===== src/rtl/horner_datapath_pkg.sv =====
// Shared widths, coefficient table type, saturation bounds and arithmetic
// helpers for the Horner evaluation datapath.
package horner_pkg;

  localparam int XW     = 16;       // operand, signed Q1.15
  localparam int AW     = 24;       // accumulator / coefficient, signed Q8.16
  localparam int NCOEFF = 11;       // a0..a10
  localparam int PW     = XW + AW;  // exact product width
  localparam int SW     = AW + 1;   // floor-shifted product width

  // Element i of the table is coefficient a_i.
  typedef logic [0:NCOEFF-1][AW-1:0] coeff_vec_t;

  localparam coeff_vec_t HORNER_COEFF = {NCOEFF{24'h010000}};

  localparam logic signed [AW-1:0] SAT_MAX   = 24'sh7FFFFF;
  localparam logic signed [AW-1:0] SAT_MIN   = 24'sh800000;
  localparam logic signed [AW+1:0] SAT_MAX_W = 26'sh7FFFFF;
  localparam logic signed [AW+1:0] SAT_MIN_W = 26'sh3800000;

  typedef enum logic {
    IDLE = 1'b0,
    MUL  = 1'b1
  } state_e;

  function automatic logic signed [AW-1:0] sat_aw(input logic signed [AW+1:0] v);
    logic signed [AW-1:0] r;
    if (v > SAT_MAX_W) begin
      r = SAT_MAX;
    end else if (v < SAT_MIN_W) begin
      r = SAT_MIN;
    end else begin
      r = v[AW-1:0];
    end
    return r;
  endfunction

  // Indices past a10 read as zero.
  function automatic logic signed [AW-1:0] coeff_at(input coeff_vec_t tbl,
                                                    input logic [3:0] k);
    logic signed [AW-1:0] r;
    if (k < 4'(NCOEFF)) begin
      r = tbl[k];
    end else begin
      r = 24'sd0;
    end
    return r;
  endfunction

endpackage


===== src/rtl/horner_datapath_if.sv =====
// Bundle between the control sequencer (master) and the Horner datapath (slave).
interface horner_datapath_if;

  logic [horner_pkg::XW-1:0] x_in;
  logic [3:0]                coeff_sel;
  logic                      sum_rst;
  logic                      sum_en;
  logic                      srdyo;
  logic [horner_pkg::AW-1:0] y_out;
  logic                      y_vld;
  logic                      busy;
  logic                      err;

  modport master (
    output x_in, coeff_sel, sum_rst, sum_en, srdyo,
    input  y_out, y_vld, busy, err
  );

  modport slave (
    input  x_in, coeff_sel, sum_rst, sum_en, srdyo,
    output y_out, y_vld, busy, err
  );

endinterface


===== src/rtl/horner_datapath_serial_mult.sv =====
// 16-cycle signed shift-add multiplier: one multiplier bit per edge, LSB first,
// sign bit subtracted; the exact product is returned floor-shifted by 15.
module serial_mult
  import horner_pkg::*;
(
  input  logic                 clk,
  input  logic                 rst,
  input  logic                 start_i,
  input  logic                 abort_i,
  input  logic signed [AW-1:0] m_i,
  input  logic        [XW-1:0] x_i,
  output logic                 done_o,
  output logic                 busy_o,
  output logic signed [SW-1:0] prod_o
);

  state_e               state_q;
  logic [3:0]           bit_q;
  logic signed [AW-1:0] m_q;
  logic [XW-1:0]        x_q;
  logic signed [PW-1:0] pp_q;

  logic signed [PW-1:0] first_d;
  logic signed [PW-1:0] shifted_d;
  logic signed [PW-1:0] pp_d;

  // Partial-product step for the current multiplier bit.
  always_comb begin
    first_d   = x_i[0] ? {{XW{m_i[AW-1]}}, m_i} : {PW{1'b0}};
    shifted_d = {{XW{m_q[AW-1]}}, m_q} << bit_q;
    if (!x_q[bit_q]) begin
      pp_d = pp_q;
    end else if (bit_q == 4'd15) begin
      pp_d = pp_q - shifted_d;
    end else begin
      pp_d = pp_q + shifted_d;
    end
  end

  // Slicing off the low 15 bits of a two's-complement value floors it.
  assign prod_o = pp_d[PW-1:XW-1];
  assign busy_o = (state_q == MUL);
  assign done_o = busy_o && (bit_q == 4'd15) && !abort_i && !start_i;

  // Sequencer: a start consumes bit 0 on its own edge, bits 1..15 follow.
  always_ff @(posedge clk) begin
    if (rst) begin
      state_q <= IDLE;
      bit_q   <= 4'd0;
      m_q     <= 24'sd0;
      x_q     <= 16'd0;
      pp_q    <= 40'sd0;
    end else if (abort_i) begin
      state_q <= IDLE;
      bit_q   <= 4'd0;
    end else if (start_i) begin
      state_q <= MUL;
      bit_q   <= 4'd1;
      m_q     <= m_i;
      x_q     <= x_i;
      pp_q    <= first_d;
    end else if (state_q == MUL) begin
      pp_q <= pp_d;
      if (bit_q == 4'd15) begin
        state_q <= IDLE;
        bit_q   <= 4'd0;
      end else begin
        bit_q <= bit_q + 4'd1;
      end
    end
  end

endmodule


===== src/rtl/horner_datapath.sv =====
// Horner-rule polynomial stage: strobe detection, coefficient select,
// add/saturate into the accumulator, result capture and sticky error flag.
module horner_datapath
  import horner_pkg::*;
#(
  parameter coeff_vec_t COEFF = HORNER_COEFF
) (
  input  logic             clk,
  input  logic             GlobalReset,
  horner_datapath_if.slave bus
);

  logic                 sum_en_q;
  logic [3:0]           coeff_sel_q;
  logic [3:0]           k_q;
  logic [XW-1:0]        x_reg_q;
  logic signed [AW-1:0] acc_q;
  logic signed [AW-1:0] y_q;
  logic                 y_vld_q;
  logic                 err_q;

  logic                 strobe_d;
  logic                 start_d;
  logic                 bad_sel_d;
  logic                 proto_err_d;
  logic [XW-1:0]        mult_x_d;
  logic signed [AW-1:0] coeff_d;
  logic signed [AW+1:0] sum_d;
  logic signed [AW-1:0] acc_d;

  logic                 mult_done;
  logic                 mult_busy;
  logic signed [SW-1:0] mult_prod;

  // Strobe, operand select and the end-of-iteration accumulator value.
  always_comb begin
    strobe_d    = bus.sum_en && (!sum_en_q || (bus.coeff_sel != coeff_sel_q));
    start_d     = strobe_d && !bus.sum_rst;
    bad_sel_d   = (bus.coeff_sel > 4'(NCOEFF - 1));
    mult_x_d    = sum_en_q ? x_reg_q : bus.x_in;
    proto_err_d = (start_d && (mult_busy || bad_sel_d)) || (bus.srdyo && mult_busy);
    coeff_d     = coeff_at(COEFF, k_q);
    sum_d       = {mult_prod[SW-1], mult_prod} + {{2{coeff_d[AW-1]}}, coeff_d};
    acc_d       = sat_aw(sum_d);
  end

  // A restart while busy aborts the running product inside the multiplier.
  serial_mult u_mult (
    .clk     (clk),
    .rst     (GlobalReset),
    .start_i (start_d),
    .abort_i (bus.sum_rst),
    .m_i     (acc_q),
    .x_i     (mult_x_d),
    .done_o  (mult_done),
    .busy_o  (mult_busy),
    .prod_o  (mult_prod)
  );

  // Accumulator, operand hold, result register and error flag.
  always_ff @(posedge clk) begin
    if (GlobalReset) begin
      sum_en_q    <= 1'b0;
      coeff_sel_q <= 4'd0;
      k_q         <= 4'd0;
      x_reg_q     <= 16'd0;
      acc_q       <= 24'sd0;
      y_q         <= 24'sd0;
      y_vld_q     <= 1'b0;
      err_q       <= 1'b0;
    end else begin
      sum_en_q    <= bus.sum_en;
      coeff_sel_q <= bus.coeff_sel;
      y_vld_q     <= bus.srdyo;
      if (bus.srdyo) begin
        y_q <= acc_q;
      end
      if (bus.sum_rst) begin
        acc_q <= 24'sd0;
      end else if (mult_done) begin
        acc_q <= acc_d;
      end
      if (start_d) begin
        k_q <= bus.coeff_sel;
        if (!sum_en_q) begin
          x_reg_q <= bus.x_in;
        end
      end
      if (proto_err_d) begin
        err_q <= 1'b1;
      end
    end
  end

  assign bus.y_out = y_q;
  assign bus.y_vld = y_vld_q;
  assign bus.busy  = mult_busy;
  assign bus.err   = err_q;

endmodule


===== src/flat_wrapper.sv =====
// flat-port wrapper written by rule: the top's interface ports become plain ports
module horner_datapath_flat import horner_pkg::*;
#(
  parameter coeff_vec_t COEFF = HORNER_COEFF
)
  (clk, GlobalReset, bus_x_in, bus_coeff_sel, bus_sum_rst, bus_sum_en, bus_srdyo, bus_y_out, bus_y_vld, bus_busy, bus_err);
  horner_datapath_if bus_i ();
  input  logic clk;
  input  logic GlobalReset;
  input wire logic [$bits(bus_i.x_in)-1:0] bus_x_in;
  input wire logic [$bits(bus_i.coeff_sel)-1:0] bus_coeff_sel;
  input wire logic [$bits(bus_i.sum_rst)-1:0] bus_sum_rst;
  input wire logic [$bits(bus_i.sum_en)-1:0] bus_sum_en;
  input wire logic [$bits(bus_i.srdyo)-1:0] bus_srdyo;
  output wire logic [$bits(bus_i.y_out)-1:0] bus_y_out;
  output wire logic [$bits(bus_i.y_vld)-1:0] bus_y_vld;
  output wire logic [$bits(bus_i.busy)-1:0] bus_busy;
  output wire logic [$bits(bus_i.err)-1:0] bus_err;
  assign bus_i.x_in = bus_x_in;
  assign bus_i.coeff_sel = bus_coeff_sel;
  assign bus_i.sum_rst = bus_sum_rst;
  assign bus_i.sum_en = bus_sum_en;
  assign bus_i.srdyo = bus_srdyo;
  assign bus_y_out = bus_i.y_out;
  assign bus_y_vld = bus_i.y_vld;
  assign bus_busy = bus_i.busy;
  assign bus_err = bus_i.err;
  horner_datapath #(.COEFF(COEFF)) u_core (.clk(clk), .GlobalReset(GlobalReset), .bus(bus_i));
endmodule

===== config.mk =====
export PLATFORM = sky130hd
export DESIGN_NAME = horner_datapath_flat
export DESIGN_NICKNAME = d
export VERILOG_FILES = /design/src/rtl/horner_datapath_pkg.sv /design/src/rtl/horner_datapath_if.sv /design/src/rtl/horner_datapath_serial_mult.sv /design/src/rtl/horner_datapath.sv /design/src/flat_wrapper.sv
export SDC_FILE = /design/constraint.sdc
export NUM_CORES = 1
export LEC_CHECK = 0
export BUFFER_PORTS_ARGS = -buffer_cell sky130_fd_sc_hd__buf_2
export CAP_MARGIN = 20
export CORE_ASPECT_RATIO = 0.6
export CORE_MARGIN = 2
export CORE_UTILIZATION = 55
export DETAILED_ROUTE_END_ITERATION = 8
export PLACE_DENSITY = 0.77
export SLEW_MARGIN = 20
export SYNTH_ARGS = -nofsm -noshare
export SYNTH_HDL_FRONTEND = slang
export SYNTH_SLANG_ARGS = --single-unit

===== constraint.sdc =====
create_clock -name clk -period 9 [get_ports clk]
set_clock_uncertainty 0.05 [all_clocks]
set_input_delay 0.45 -clock clk [delete_from_list [all_inputs] [get_ports clk]]
set_output_delay 0.45 -clock clk [all_outputs]
set_load 0.01 [all_outputs]

==> metrics.txt <==
final core occ=between 50% and 60%; Setup Viol. Count Final=0; residual DRC count=0; leak pwr=about 4.7 nW; GRT Util Overall=36.3%; worst slew pin tran=about 1100 ps; die height=approximately 120 um; Row Count=41; r2r setup slk=1140 ps; outcome=complete, no violations; DP Wirelength=a little under 30000 um; Post-CTS Resized=0; top library cells by usage in the layout, fill and taps aside=187 x nand2_1, 149 x a21oi_1, 140 x dfxtp_1; RSZ-0062 raised after global routing=no; Gate Count Post-Synth=1478; Post-synth EDFFs=0; simple-gate share of the synthesized area=20.3%; crit end category=flip-flop; largest net degree at the start of global routing=94; die area=about 0.022 mm2; width of the die=192 um; pre-CTS WS=1280 ps; maximum vdd drop=163 uV; wire length per cell=between 20 and 25 um; Hold Crit Start=bus_x_in[1]; Final period util=87.3%; routed vias/inst=6.54; Placer Congestion=0.979; CTS root buffer=clkbuf_16; layout cell share with drive strength beyond 1=roughly 14%; largest family of logic cells by synthesized area=compound AO/OA/AOI/OAI gates; Startpoint Class=flip-flop; Synth-to-Final Area Change=7.03%; Setup TNS Final=0 ps; first-pass GRT wire length=slightly above 60000 um; DRT antenna net count=0; sequential element share of the synthesized area=about a quarter; area of the core=0.0209 mm2; clock-pin slew on the worst setup and hold paths=70 ps; synthesized area=0.0116 mm2; Clock Path Buffers=2; Seq cells post-synth=around 140; IO Port Bufs=51; clk sinks=144; Crit Path Category=flip-flop to flip-flop; Ys Warns=0; critical register-to-register path endpoint=u_core.acc_q[13]$_SDFFE_PP0P_; CP max FO=53; xor/xnor share of the synthesized area=5.73%; max cap viols=0; worst skew pair latency=440 ps; total CTS buffers=17; FF-to-FF path depth=26; Slew Viols, Final=0; Synth Net Count=around 1500; Power Dens Cells=162 mW/mm2; total number of vias=between 10000 and 15000; Worst Hold Class=primary input to flip-flop; vias in the first global route=roughly 10000; Reg-to-Reg Start=u_core.u_mult.bit_q[1]$_SDFFE_PP0P_; Top FF cell, synth=dfxtp_1; fmax=~130 MHz; grt ovf=0; Max transition margin=28.9%; H-tree depth=4; CTS tree=done; Initial Utilization=55.6%; Final #Nets=1522; post-synthesis area per instance=7.85 um2; synth unique cells=96; antenna violations before repair=0; most common cell after layout, fill and taps aside=nand2_1; adder-cell share of the synthesized area=4.81%; antenna diode count=0; Detailed Route WL=~40000 um; Critical Path RT=between 9000 and 10000 ps; Post-CTS Repair Setup Buffers=0; io pins=52; final worst slack=1140 ps; Tmin final=7860 ps; Hold Vio Cnt, Final=0; asr flop ratio synth=0%; Synth Area in Compound Gates=a little over a quarter; Min-Delay Path Depth=3; detailed-router iteration count before antenna repair=6; Initial DRC Count=1520; post-synthesis mux area share=11.6%; hold_buf cts=0; Worst EP arrival=8120 ps
area by class of cell:
type | instances | area, um2
inverters | 29 | 109
well taps | 279 | 349
repair buffers | 67 | 378
multi-input cells | 1194 | 8080
clock buffers | 18 | 439
flip-flops and latches | 144 | 2890
clock inverters | 14 | 179
fillers | 1867 | 8460
per-stage QoR:
stage          hold slack (ps)  instances  instance area (um2)  total power [W]
2_1_floorplan              383       1478                11600          0.00110
3_3_place_gp               383       1713                11800          0.00124
3_5_place_dp               388       1713                11800          0.00124
4_1_cts                    194       1745                12400          0.00199
5_1_grt                    212       1745                12400          0.00208
6_report                   203       1745                12400          0.00201
routing by layer:
metal | vias up | GRT usage, % | share of wire, %
li1 | 5328 | - | -
met3 | 47 | 15.3 | 17
met1 | 5361 | 56.6 | 47
met5 | - | 0 | 0
met4 | 0 | 8.51 | 1.3
met2 | 675 | 43.9 | 35
synth_stat cells (14+ instances only):
cell / instances / area share (%)
a211oi_1: 23 / 1.5
a21o_1: 14 / 0.91
a21oi_1: 150 / 6.5
a21oi_2: 21 / 1.6
a31oi_1: 18 / 0.97
buf_6: 15 / 1.5
clkbuf_1: 74 / 2.4
dfxtp_1: 144 / 25
ha_1: 43 / 4.6
inv_1: 26 / 0.84
mux2_2: 15 / 1.5
mux2i_1: 69 / 6.0
mux4_2: 17 / 3.3
nand2_1: 187 / 6.0
nand2b_1: 19 / 1.0
nand3_1: 23 / 0.99
nand4_1: 15 / 0.81
nor2_1: 138 / 4.5
nor2b_1: 16 / 0.86
nor3_1: 35 / 1.5
o211ai_1: 14 / 0.91
o21a_1: 33 / 2.1
o21ai_0: 80 / 3.4
xnor2_1: 39 / 2.9
xor2_1: 37 / 2.8
worst max path at each step:
stage | slack (ps) | end | start
finish | 1140 | u_core.acc_q[13]$_SDFFE_PP0P_ | u_core.u_mult.bit_q[1]$_SDFFE_PP0P_
global route | 660 | u_core.acc_q[19]$_SDFFE_PP0P_ | u_core.u_mult.bit_q[1]$_SDFFE_PP0P_
CTS | 1250 | u_core.acc_q[19]$_SDFFE_PP0P_ | u_core.u_mult.bit_q[0]$_SDFFE_PP0P_
detailed placement | 1280 | u_core.acc_q[19]$_SDFFE_PP0P_ | u_core.u_mult.bit_q[0]$_SDFFE_PP0P_
global placement | 1240 | u_core.acc_q[15]$_SDFFE_PP0P_ | u_core.u_mult.bit_q[0]$_SDFFE_PP0P_
floorplan | 2320 | u_core.acc_q[19]$_SDFFE_PP0P_ | u_core.u_mult.bit_q[3]$_SDFFE_PP0P_
power by group:
part | switching [W] | internal [W] | leakage (nW)
combinational | 0.000364 | 0.000204 | 3.25
sequential | 0.0000257 | 0.000656 | 1.17
clock | 0.000314 | 0.000450 | 0.305
kinds of logic (layout without fill, tap and decap cells):
logic type / after synthesis / count (layout)
AOI/OAI and AO/OA: 465 / 465
buffers and inverters: 140 / 128
and+or+nand+nor: 500 / 500
DFF: 144 / 144
adders and majority gates: 44 / 44
muxes: 109 / 109
xor gates and xnor gates: 76 / 76
critical path, cell delays in order (launching register included):
cell and delay [ps]:
dfxtp_2 1010, inv_2 370, mux4_2 510, or2_1 140, nand3b_1 140, nor4b_2 430
and2b_1 270, a21oi_1 110, xor2_1 340, ha_1 370, a21o_1 200, a21o_1 170
a21o_1 190, a21oi_1 270, o21bai_1 180, a21oi_1 250, o21bai_1 110, a21oi_1 180
xnor2_1 170, mux2_2 330, ha_1 210, ha_1 240, nand2_2 120, o41ai_4 100
a311oi_4 930, o21a_1 260, a21oi_2 60
No activity file was read; power rests on OpenSTA's default activity.
